--- src/rtl/result_uart_tx.sv ---
// result_uart_tx: captures lowest/highest/hitvector on flashin and sends them as a framed 8N1 UART packet
//   clock, reset (async, active low)
//   lowest, highest, hitvector, flashin : result capture (flashin is a one-cycle strobe)
//   tx : serial line, idle high | busy, done, overrun : packet status
//   RESULT_TX_CHECKSUM_EN appends an XOR checksum byte of bytes 1..6
module result_uart_tx #(
  parameter int CLKS_PER_BIT = 434,
  parameter logic [7:0] HEADER = 8'hAA
) (
  input  logic        clock,
  input  logic        reset,
  input  logic [15:0] lowest,
  input  logic [15:0] highest,
  input  logic [15:0] hitvector,
  input  logic        flashin,
  output logic        tx,
  output logic        busy,
  output logic        done,
  output logic        overrun
);
`ifdef RESULT_TX_CHECKSUM_EN
  localparam int NB = 8;
`else
  localparam int NB = 7;
`endif
  localparam int CW = $clog2(CLKS_PER_BIT);
  localparam logic [CW-1:0] LAST_TICK = CW'(CLKS_PER_BIT - 1);
  localparam logic [2:0] LAST_BYTE = 3'(NB - 1);
  typedef enum logic [1:0] {IDLE, START, DATA, STOP} state_t;
  state_t state, state_d;
  logic [CW-1:0] cnt, cnt_d;
  logic [2:0] bit_idx, bit_d, byte_idx, byte_d;
  logic [63:0] pkt, cap;
  logic [7:0] cur;
  logic fin, tx_d, accept, tick;
`ifdef RESULT_TX_CHECKSUM_EN
  assign cap = {lowest[7:0] ^ lowest[15:8] ^ highest[7:0] ^ highest[15:8] ^ hitvector[7:0] ^ hitvector[15:8],
                hitvector, highest, lowest, HEADER};
`else
  assign cap = {8'h00, hitvector, highest, lowest, HEADER};
`endif
  // tx is registered, so the line trails the state by one cycle; fin covers that
  // trailing stop-bit cycle so busy/done line up with the end of the last stop bit
  assign busy = state != IDLE || fin;
  assign accept = flashin && !busy;
  assign tick = cnt == LAST_TICK;
  assign cur = pkt[{byte_idx, 3'b000} +: 8];
  always_comb begin
    state_d = state;
    cnt_d = tick ? '0 : cnt + 1'b1;
    bit_d = bit_idx;
    byte_d = byte_idx;
    tx_d = 1'b1;
    case (state)
      IDLE: begin
        cnt_d = '0;
        if (accept) begin
          state_d = START;
          byte_d = '0;
        end
      end
      START: begin
        tx_d = 1'b0;
        if (tick) begin
          state_d = DATA;
          bit_d = '0;
        end
      end
      DATA: begin
        tx_d = cur[bit_idx];
        if (tick) begin
          bit_d = bit_idx + 1'b1;
          state_d = bit_idx == 3'd7 ? STOP : DATA;
        end
      end
      STOP: if (tick) begin
        state_d = byte_idx == LAST_BYTE ? IDLE : START;
        byte_d = byte_idx + 1'b1;
      end
      default: state_d = IDLE;
    endcase
  end
  always_ff @(posedge clock or negedge reset)
    if (!reset) begin
      state <= IDLE;
      cnt <= '0;
      bit_idx <= '0;
      byte_idx <= '0;
      pkt <= '0;
      tx <= 1'b1;
      fin <= 1'b0;
      done <= 1'b0;
      overrun <= 1'b0;
    end else begin
      state <= state_d;
      cnt <= cnt_d;
      bit_idx <= bit_d;
      byte_idx <= byte_d;
      tx <= tx_d;
      fin <= state == STOP && state_d == IDLE;
      done <= fin;
      overrun <= accept ? 1'b0 : overrun | flashin;
      if (accept) pkt <= cap;
    end
endmodule

--- config.mk ---
export PLATFORM = sky130hd
export DESIGN_NAME = result_uart_tx
export DESIGN_NICKNAME = d
export VERILOG_FILES = /design/src/rtl/result_uart_tx.sv
export SDC_FILE = /design/constraint.sdc
export NUM_CORES = 1
export LEC_CHECK = 0
export ABC_AREA = 1
export BUFFER_PORTS_ARGS = -buffer_cell sky130_fd_sc_hd__buf_2
export CAP_MARGIN = 20
export CORE_AREA = 2 2 87 89
export CTS_BUF_LIST = sky130_fd_sc_hd__clkbuf_8
export CTS_CLUSTER_DIAMETER = 200
export DETAILED_ROUTE_END_ITERATION = 6
export DIE_AREA = 0 0 89 91
export PLACE_DENSITY = 0.7
export SKIP_CTS_REPAIR_TIMING = 1
export SYNTH_ARGS = -nofsm -noshare
export SYNTH_HDL_FRONTEND = slang
export SYNTH_SLANG_ARGS = --single-unit
--- constraint.sdc ---
create_clock -name clock -period 1.7 [get_ports clock]
set_clock_uncertainty 0.15 [all_clocks]
set_input_delay 0.255 -clock clock [delete_from_list [all_inputs] [get_ports clock]]
set_output_delay 0.255 -clock clock [all_outputs]
set_load 0.02 [all_outputs]
==> impl_results.html, run 1 <==
<table>
<tr><th>Metric</th><th>Value</th></tr>
<tr><th colspan="2">Outcome</th></tr>
<tr><td>Result of the run</td><td>complete, but fails checks</td></tr>
<tr><td>Failing checks</td><td>hold timing, setup timing</td></tr>
<tr><th colspan="2">Setup path</th></tr>
<tr><td>Crit path capture</td><td>byte_idx[0]</td></tr>
<tr><td>Required arrival time at the worst endpoint</td><td>1790 ps</td></tr>
<tr><td>Cells on worst reg2reg path</td><td>10</td></tr>
<tr><td>Critical setup path kind</td><td>flop to flop</td></tr>
<tr><td>Register-to-Register Setup Slack</td><td>-2 ps</td></tr>
<tr><td>Critical path buffers and inverters</td><td>2</td></tr>
<tr><td>Startpoint class of the critical path</td><td>flop</td></tr>
<tr><td>Endpoint of the most critical register-to-register path</td><td>byte_idx[0]</td></tr>
<tr><td>Kind of end point of the critical path</td><td>flop</td></tr>
<tr><td>Critical register-to-register path startpoint</td><td>cnt[1]</td></tr>
<tr><td>Data arrival time at the worst-slack endpoint</td><td>1790 ps</td></tr>
<tr><td>Cell breakdown of the critical path</td><td>inv_1 &gt; ha_2 &gt; nor3b_4 &gt; nand2_2 &gt; nor2_4 &gt; nand2_4 &gt; nand2_2 &gt; inv_1 &gt; nand2_1 &gt; o21ai_1</td></tr>
<tr><td>Worst Setup SP</td><td>cnt[1]</td></tr>
<tr><td>Cell at the slowest stage of the critical path</td><td>dfrtp_1</td></tr>
<tr><td>Crit-path leading delay family</td><td>simple AND/OR/NAND/NOR gates</td></tr>
<tr><td>Maximum single-stage delay on the critical path</td><td>400 ps</td></tr>
<tr><td>Number of logic stages on the critical path including buffering</td><td>10</td></tr>
<tr><td>Largest fanout on the critical path</td><td>5</td></tr>
<tr><th colspan="2">STA</th></tr>
<tr><td>Final period util</td><td>100%</td></tr>
<tr><td>Achievable frequency</td><td>588 MHz</td></tr>
<tr><td>Crit path setup slack, layout</td><td>-1.89 ps</td></tr>
<tr><td>RSZ-0062 raised after global routing</td><td>true</td></tr>
<tr><td>Clock period minus worst slack</td><td>1700 ps</td></tr>
<tr><td>Final slew viol count</td><td>0</td></tr>
<tr><td>Worst slew slack as a fraction of its limit</td><td>63.5%</td></tr>
<tr><td>Post-Route Hold Slack</td><td>-39.3 ps</td></tr>
<tr><td>Final-report hold violation count</td><td>9</td></tr>
<tr><td>Pin slew with the least headroom to its limit</td><td>547 ps</td></tr>
<tr><td>Final setup violation count</td><td>1</td></tr>
<tr><th colspan="2">Synthesis</th></tr>
<tr><td>Syn Nets</td><td>504</td></tr>
<tr><td>Synthesis-stage register bit count</td><td>70</td></tr>
<tr><td>Mean post-synth cell area</td><td>7.81 sq um</td></tr>
<tr><td>Number of cells produced by synthesis</td><td>447</td></tr>
<tr><td>Prevailing post-synth register cell</td><td>dfrtp_1</td></tr>
<tr><td>Fraction of registers with async set/reset</td><td>100%</td></tr>
<tr><td>Proportion of synthesized chip area in sequential cells</td><td>50.2%</td></tr>
<tr><td>Number of distinct library cells after synthesis</td><td>31</td></tr>
<tr><td>Post-synthesis cell area</td><td>0.00349 sq mm</td></tr>
<tr><td>Number of synthesized flops with an enable pin</td><td>0</td></tr>
<tr><td>Number of warnings reported in the yosys synthesis log</td><td>0</td></tr>
<tr><th colspan="2">Clock tree</th></tr>
<tr><td>Clock buffers created by TritonCTS</td><td>9</td></tr>
<tr><td>H-tree lvl count</td><td>3</td></tr>
<tr><td>TritonCTS clock tree</td><td>built</td></tr>
<tr><td>Clock transition at the register clock pins on the worst setup and hold paths after CTS</td><td>80 ps</td></tr>
<tr><td>Clock sink count</td><td>70</td></tr>
<tr><td>Clock root cell</td><td>clkbuf_8</td></tr>
<tr><td>Maximum count of clock buffers along a single path</td><td>2</td></tr>
<tr><td>Clk_lat worst skew</td><td>350 ps</td></tr>
<tr><th colspan="2">Route</th></tr>
<tr><td>Detailed Route Iter0 Violations</td><td>168</td></tr>
<tr><td>Length of the first detailed-routing pass in iterations</td><td>5</td></tr>
<tr><td>Via count of the routed design</td><td>3137</td></tr>
<tr><td>Post-detailed-route DRC marker count</td><td>0</td></tr>
<tr><td>Drt via density</td><td>4.81</td></tr>
<tr><td>Remaining antenna violation count</td><td>0</td></tr>
<tr><td>Routed WL</td><td>7990 microns</td></tr>
<tr><td>Average wire per cell in the routed design</td><td>12.2 microns</td></tr>
<tr><th colspan="2">Global routing</th></tr>
<tr><td>Global-route wire length before repair</td><td>13100 microns</td></tr>
<tr><td>Largest net degree at the start of global routing</td><td>71</td></tr>
<tr><td>Overall routing resource usage</td><td>20.5%</td></tr>
<tr><td>Via count of the first global-routing pass</td><td>2957</td></tr>
<tr><td>Total grt overflow</td><td>0</td></tr>
<tr><td>Antenna violations before repair</td><td>0</td></tr>
<tr><th colspan="2">Min path</th></tr>
<tr><td>Worst hold stages</td><td>3</td></tr>
<tr><td>HP Class</td><td>input pin to flop</td></tr>
<tr><th colspan="2">Place</th></tr>
<tr><td>Count of input and output buffers</td><td>54</td></tr>
<tr><td>Routability congestion estimate</td><td>0.870</td></tr>
<tr><td>Cell area after placement</td><td>0.00384 sq mm</td></tr>
<tr><td>HPWL after detailed placement</td><td>5160 microns</td></tr>
<tr><th colspan="2">Floorplanning</th></tr>
<tr><td>Std-Cell Core Area</td><td>0.00714 sq mm</td></tr>
<tr><td>Starting density of the core</td><td>48.9%</td></tr>
<tr><td>Die boundary height</td><td>91 microns</td></tr>
<tr><td>Number of placement rows</td><td>31</td></tr>
<tr><td>Number of top-level pins</td><td>55</td></tr>
<tr><td>Die X-Extent</td><td>89 microns</td></tr>
<tr><td>Area of the die</td><td>0.00810 sq mm</td></tr>
<tr><th colspan="2">Finish</th></tr>
<tr><td>Final nets</td><td>605</td></tr>
<tr><td>Filler cell count in the final layout</td><td>647</td></tr>
<tr><td>Post-layout instance area</td><td>0.00458 sq mm</td></tr>
<tr><td>Synthesis-to-finish area growth</td><td>31.2%</td></tr>
<tr><td>Final core area utilization</td><td>64.2%</td></tr>
<tr><td>Share of post-route cells with drive strength above 1</td><td>19.2%</td></tr>
<tr><td>Antenna diode instance count</td><td>0</td></tr>
<tr><th colspan="2">Power</th></tr>
<tr><td>Total power per unit cell area</td><td>802 mW/mm^2</td></tr>
<tr><td>Worst IR Drop VDD</td><td>0.000568 V</td></tr>
<tr><td>Total power after layout</td><td>3.67 mW</td></tr>
<tr><td>Leakage Power</td><td>2.37 nW</td></tr>
<tr><th colspan="2">Job</th></tr>
<tr><td>Max-cap violations</td><td>0</td></tr>
</table>
flip-flops by register name (all words and copies together) (netlist names), named ones only:
signal,flops
pkt,49
cnt,9
bit_idx,3
byte_idx,3
state,2
done,1
fin,1
tx,1
worst min path at each step:
stage                startpoint           to  slack [ps]
finish              highest[13]      pkt[37]         -40
global route        highest[13]      pkt[37]         -10
CTS                       reset  byte_idx[0]        -220
detailed placement        reset      pkt[30]         160
global placement          reset      pkt[26]         160
floorplan                 reset    async pin        -190
tightest hold or removal path: stages:
cell     delay (ps)
buf_2            70
nand2_1          50
nand2_1          50
cells by family (layout without fill, tap and decap cells):
family,count (synthesis),after routing,synth area share [%]
adder cells (fa/ha/maj),6,6,2.15
AO/OA/AOI/OAI,31,31,4.59
flip-flops,70,70,50.2
XOR/XNOR,2,2,0.502
buffers and inverters,61,167,8.85
AND/OR/NAND/NOR,277,277,33.7
synth_stat cells (all sizes together) (2+ instances only):
| master | n | share of area [%] |
|---|---|---|
| ha | 6 | 2.2 |
| a21oi | 9 | 1.4 |
| nand3 | 45 | 6.5 |
| clkbuf | 4 | 0.50 |
| dfrtp | 69 | 49 |
| nand2 | 180 | 20 |
| nor3 | 5 | 0.72 |
| inv | 40 | 4.4 |
| o21ai | 21 | 3.0 |
| buf | 16 | 3.9 |
| nor2 | 40 | 5.2 |
| nor3b | 2 | 0.57 |
| nand4 | 3 | 0.54 |
routing by layer:
layer  track usage (%)  vias to the layer above  wire length (microns)
met1              26.2                     1472                   3740
met2              33.5                       64                   3850
met3              5.55                       12                    292
met4              6.84                        0                    110
met5                 0                        -                      0
li1                  -                     1589                      -
layout by cell type (no fill, tap or decap), drive strengths merged:
cell type,count
a21oi,9
buf,69
bufinv,3
clkbuf,12
clkinv,1
dfrtp,69
dfstp,1
dlygate4sd3,40
ha,6
inv,42
nand2,180
nand3,45
nand4,3
nor2,40
nor3,5
nor3b,2
nor4,1
o21ai,21
o22ai,1
or2,1
xnor2,1
xor2,1
layout make-up:
type | count | area (sq um) | area share, %
inverter | 41 | 159 | 3.47
sequential | 70 | 1750 | 38.3
clock buffer | 11 | 151 | 3.31
timing repair buffer | 110 | 846 | 18.5
clock inverter | 5 | 97.6 | 2.13
tap | 99 | 124 | 2.70
multi-input combinational | 316 | 1450 | 31.6
power by group:
group | switching [mW] | total [mW] | leakage, nW | internal (mW)
logic | 0.115 | 0.258 | 1.39 | 0.143
registers | 0.0311 | 1.76 | 0.854 | 1.73
clock network | 0.611 | 1.66 | 0.132 | 1.04
per-stage QoR:
step / setup WS (ps) / setup TNS [ps] / instances
after floorplan: 210 / 0 / 447
after global placement: 88.9 / 0 / 590
after detailed placement: 42.5 / 0 / 590
after CTS: 35.6 / 0 / 606
after global routing: -136 / -449 / 652
final: -1.89 / -1.89 / 652
(Power assumes the default switching activity.)
==> run 2, diff against run 1 <==
ABC_AREA = not set   (was 1)
BUFFER_PORTS_ARGS = not set   (was -buffer_cell sky130_fd_sc_hd__buf_2)
CORE_AREA = 2 2 85 87   (was 2 2 87 89)
DIE_AREA = 0 0 87 89   (was 0 0 89 91)
DONT_BUFFER_PORTS = 1   (was not set)
PLACE_DENSITY = 0.63   (was 0.7)
SETUP_SLACK_MARGIN = 0.5   (was not set)
==> run 2 against run 1 <==
Net effect: the run still ends with hold timing, setup timing left; wire length fell by 2.1%; combinational power fell by 64%; critical path depth fell by 3; clock power fell by 19%; setup slack got worse by 510 ps; sequential power fell by 6%; global-route usage fell by 0.56 points; register-to-register slack got worse by 510 ps; synthesized area fell by 5.4%.
==> impl_results.html, run 2 <==
<table>
<tr><th>Metric</th><th>Value</th></tr>
<tr><th colspan="2">Outcome</th></tr>
<tr><td>Result of the run</td><td>complete, but fails checks</td></tr>
<tr><td>Failing checks</td><td>hold timing, setup timing</td></tr>
<tr><th colspan="2">Power</th></tr>
<tr><td>Worst IR Drop VDD</td><td>0.000412 V</td></tr>
<tr><td>Total power per unit cell area</td><td>696 mW/mm^2</td></tr>
<tr><td>Leakage Power</td><td>2.24 nW</td></tr>
<tr><th colspan="2">Floorplanning</th></tr>
<tr><td>Area of the die</td><td>0.00774 sq mm</td></tr>
<tr><td>Number of top-level pins</td><td>55</td></tr>
<tr><td>Number of placement rows</td><td>30</td></tr>
<tr><td>Die boundary height</td><td>89 microns</td></tr>
<tr><td>Starting density of the core</td><td>49.1%</td></tr>
<tr><td>Std-Cell Core Area</td><td>0.00672 sq mm</td></tr>
<tr><td>Die X-Extent</td><td>87 microns</td></tr>
<tr><th colspan="2">Global routing</th></tr>
<tr><td>Total grt overflow</td><td>0</td></tr>
<tr><td>Antenna violations before repair</td><td>0</td></tr>
<tr><td>Global-route wire length before repair</td><td>11600 microns</td></tr>
<tr><td>Overall routing resource usage</td><td>20.0%</td></tr>
<tr><td>Largest net degree at the start of global routing</td><td>71</td></tr>
<tr><td>Via count of the first global-routing pass</td><td>2488</td></tr>
<tr><th colspan="2">Setup path</th></tr>
<tr><td>Cell breakdown of the critical path</td><td>buf_12 &gt; nor2b_1 &gt; nand2_1 &gt; o21ai_0 &gt; mux4_2 &gt; a32oi_1 &gt; or4b_1</td></tr>
<tr><td>Required arrival time at the worst endpoint</td><td>1810 ps</td></tr>
<tr><td>Cell at the slowest stage of the critical path</td><td>mux4_2</td></tr>
<tr><td>Startpoint class of the critical path</td><td>flop</td></tr>
<tr><td>Kind of end point of the critical path</td><td>flop</td></tr>
<tr><td>Critical setup path kind</td><td>flop to flop</td></tr>
<tr><td>Critical path buffers and inverters</td><td>1</td></tr>
<tr><td>Largest fanout on the critical path</td><td>15</td></tr>
<tr><td>Endpoint of the most critical register-to-register path</td><td>tx</td></tr>
<tr><td>Crit-path leading delay family</td><td>simple AND/OR/NAND/NOR gates</td></tr>
<tr><td>Data arrival time at the worst-slack endpoint</td><td>2320 ps</td></tr>
<tr><td>Critical register-to-register path startpoint</td><td>byte_idx[1]</td></tr>
<tr><td>Register-to-Register Setup Slack</td><td>-510 ps</td></tr>
<tr><td>Maximum single-stage delay on the critical path</td><td>460 ps</td></tr>
<tr><td>Cells on worst reg2reg path</td><td>7</td></tr>
<tr><th colspan="2">Synthesis</th></tr>
<tr><td>Post-synthesis cell area</td><td>0.00330 sq mm</td></tr>
<tr><td>Top post-synthesis cells by count</td><td>nand2_1 (170), dfrtp_1 (69), nor2_1 (19)</td></tr>
<tr><td>Mean post-synth cell area</td><td>8.78 sq um</td></tr>
<tr><td>Number of cells produced by synthesis</td><td>376</td></tr>
<tr><td>Syn Nets</td><td>433</td></tr>
<tr><td>Number of distinct library cells after synthesis</td><td>38</td></tr>
<tr><td>Proportion of synthesized chip area in sequential cells</td><td>53.1%</td></tr>
<tr><td>Count leader, synth</td><td>nand2_1</td></tr>
<tr><td>Biggest area contributors in the synthesized netlist</td><td>dfrtp_1 (52%), nand2_1 (19%), mux2i_1 (3.6%)</td></tr>
<tr><td>Number of synthesized flops with an enable pin</td><td>0</td></tr>
<tr><td>Fraction of registers with async set/reset</td><td>100%</td></tr>
<tr><td>Prevailing post-synth register cell</td><td>dfrtp_1</td></tr>
<tr><td>Area share of the largest cell type after synthesis</td><td>52.3%</td></tr>
<tr><td>Synthesis-stage register bit count</td><td>70</td></tr>
<tr><td>Number of warnings reported in the yosys synthesis log</td><td>0</td></tr>
<tr><td>Leading area contributor after synthesis</td><td>dfrtp_1</td></tr>
<tr><th colspan="2">Clock tree</th></tr>
<tr><td>TritonCTS clock tree</td><td>built</td></tr>
<tr><td>Clock buffers created by TritonCTS</td><td>9</td></tr>
<tr><td>Clock transition at the register clock pins on the worst setup and hold paths after CTS</td><td>70 ps</td></tr>
<tr><td>Clock root cell</td><td>clkbuf_8</td></tr>
<tr><td>Clock sink count</td><td>70</td></tr>
<tr><td>Maximum count of clock buffers along a single path</td><td>2</td></tr>
<tr><td>Clk_lat worst skew</td><td>350 ps</td></tr>
<tr><td>H-tree lvl count</td><td>3</td></tr>
<tr><th colspan="2">Finish</th></tr>
<tr><td>Final nets</td><td>504</td></tr>
<tr><td>Register with the most flip-flops</td><td>pkt</td></tr>
<tr><td>Antenna diode instance count</td><td>0</td></tr>
<tr><td>Leading cell type in the layout, fill and taps excluded</td><td>nand2_1</td></tr>
<tr><td>Max reg flops</td><td>49</td></tr>
<tr><td>Synthesis-to-finish area growth</td><td>34.6%</td></tr>
<tr><td>Largest registers</td><td>pkt: 49 flops, cnt: 9 flops</td></tr>
<tr><td>Share of post-route cells with drive strength above 1</td><td>16.2%</td></tr>
<tr><td>Most used cells in the layout excluding fill and tap cells</td><td>nand2_1 (166), dfrtp_1 (68), dlygate4sd3_1 (49)</td></tr>
<tr><td>Count of non-filler cells in the finished layout</td><td>532</td></tr>
<tr><th colspan="2">STA</th></tr>
<tr><td>Post-Route Hold Slack</td><td>-554 ps</td></tr>
<tr><td>Final slew viol count</td><td>0</td></tr>
<tr><td>Clock period minus worst slack</td><td>2210 ps</td></tr>
<tr><td>Sum of negative setup slack</td><td>-5160 ps</td></tr>
<tr><td>Crit path setup slack, layout</td><td>-511 ps</td></tr>
<tr><td>Pin slew with the least headroom to its limit</td><td>310 ps</td></tr>
<tr><td>Final setup violation count</td><td>19</td></tr>
<tr><td>Worst slew slack as a fraction of its limit</td><td>79.3%</td></tr>
<tr><td>Final period util</td><td>130%</td></tr>
<tr><td>RSZ-0062 raised after global routing</td><td>true</td></tr>
<tr><td>Final-report hold violation count</td><td>70</td></tr>
<tr><td>Achievable frequency</td><td>452 MHz</td></tr>
<tr><th colspan="2">Place</th></tr>
<tr><td>Routability congestion estimate</td><td>0.861</td></tr>
<tr><td>Count of input and output buffers</td><td>0</td></tr>
<tr><td>HPWL after detailed placement</td><td>4890 microns</td></tr>
<tr><td>Cell count after placement</td><td>462</td></tr>
<tr><th colspan="2">Route</th></tr>
<tr><td>Remaining antenna violation count</td><td>0</td></tr>
<tr><td>Routed WL</td><td>7820 microns</td></tr>
<tr><td>Length of the first detailed-routing pass in iterations</td><td>4</td></tr>
<tr><td>Via count of the routed design</td><td>2731</td></tr>
<tr><td>Drt via density</td><td>5.13</td></tr>
<tr><td>Detailed Route Iter0 Violations</td><td>124</td></tr>
<tr><td>Average wire per cell in the routed design</td><td>14.7 microns</td></tr>
<tr><td>Post-detailed-route DRC marker count</td><td>0</td></tr>
<tr><th colspan="2">Job</th></tr>
<tr><td>Max-cap violations</td><td>0</td></tr>
<tr><th colspan="2">Min path</th></tr>
<tr><td>HP Class</td><td>input pin to async pin</td></tr>
</table>
==> run 2: cell count changes in the layout (fill, tap and decap cells not counted), moves of 5 or more <==
cell / delta
nand2_1: -10
dlygate4sd3_1: +9
xnor2_1: +6
buf_2: -54
inv_1: -34
o211ai_1: +6
nand3_1: -41
a21oi_1: -5
buf_6: +5
buf_4: +11
mux2i_1: +12
nor2_1: -15
o21ai_0: -13
==> run 2: worst max-delay path by stage <==
stage	from	endpoint	slack (ps)	cells after the start
after global placement	byte_idx[0]	tx	-460	4
after global routing	byte_idx[1]	tx	-570	7
after CTS	byte_idx[0]	tx	-510	4
after floorplan	byte_idx[0]	tx	-470	5
final	byte_idx[1]	tx	-510	7
after detailed placement	byte_idx[0]	tx	-500	4
==> run 2: stage by stage <==
step | util [%] | setup slack [ps] | instance area, sq um | power [mW]
6_report | 66.1 | -511 | 4440 | 3.09
5_1_grt | 66.1 | -571 | 4440 | 3.21
4_1_cts | 56.6 | -512 | 3810 | 3.03
3_5_place_dp | 53.7 | -499 | 3610 | 1.70
3_3_place_gp | 53.7 | -458 | 3610 | 1.70
2_1_floorplan | - | -472 | 3420 | 1.70
==> run 2: layer usage <==
layer | up-vias | global-route usage (%) | wire length (microns)
li1 | 1371 | - | -
met1 | 1282 | 27.8 | 3530
met2 | 64 | 28.9 | 3750
met3 | 14 | 5.45 | 396
met4 | 0 | 9.94 | 139
met5 | - | 0 | 0
==> run 2: cells by family after synthesis <==
logic type                 count (synthesis)  synth area share, %
and+or+nand+nor                          212                 25.8
DFF                                       70                 53.1
AOI/OAI and AO/OA                         33                 6.48
buffers and inverters                     27                 3.37
muxes                                     18                 6.37
xor gates and xnor gates                  10                 2.65
adders and majority gates                  6                 2.27
==> run 2: worst register-to-register path: stages (launching register included) <==
cell and delay (ps):
dfrtp_1 420, buf_12 170, nor2b_1 170, nand2_1 80
o21ai_0 80, mux4_2 460, a32oi_1 150, or4b_1 450
==> run 2: cell type report <==
| type | instances | area, sq um |
|---|---|---|
| Sequential cell | 70 | 1750 |
| Clock buffer | 10 | 138 |
| Clock inverter | 6 | 61.3 |
| Fill cell | 535 | 2280 |
| Tap cell | 80 | 100 |
| Multi-Input combinational cell | 280 | 1570 |
| Inverter | 5 | 18.8 |
| Timing Repair Buffer | 81 | 800 |
==> run 2: report_power, final <==
group	switching, mW	total, mW	leakage, nW	internal (mW)
combinational	0.0185	0.0934	1.20	0.0748
clock	0.624	1.34	0.102	0.711
sequential	0.000000000000000107	1.66	0.934	1.66
total	0.642	3.09	2.24	2.45
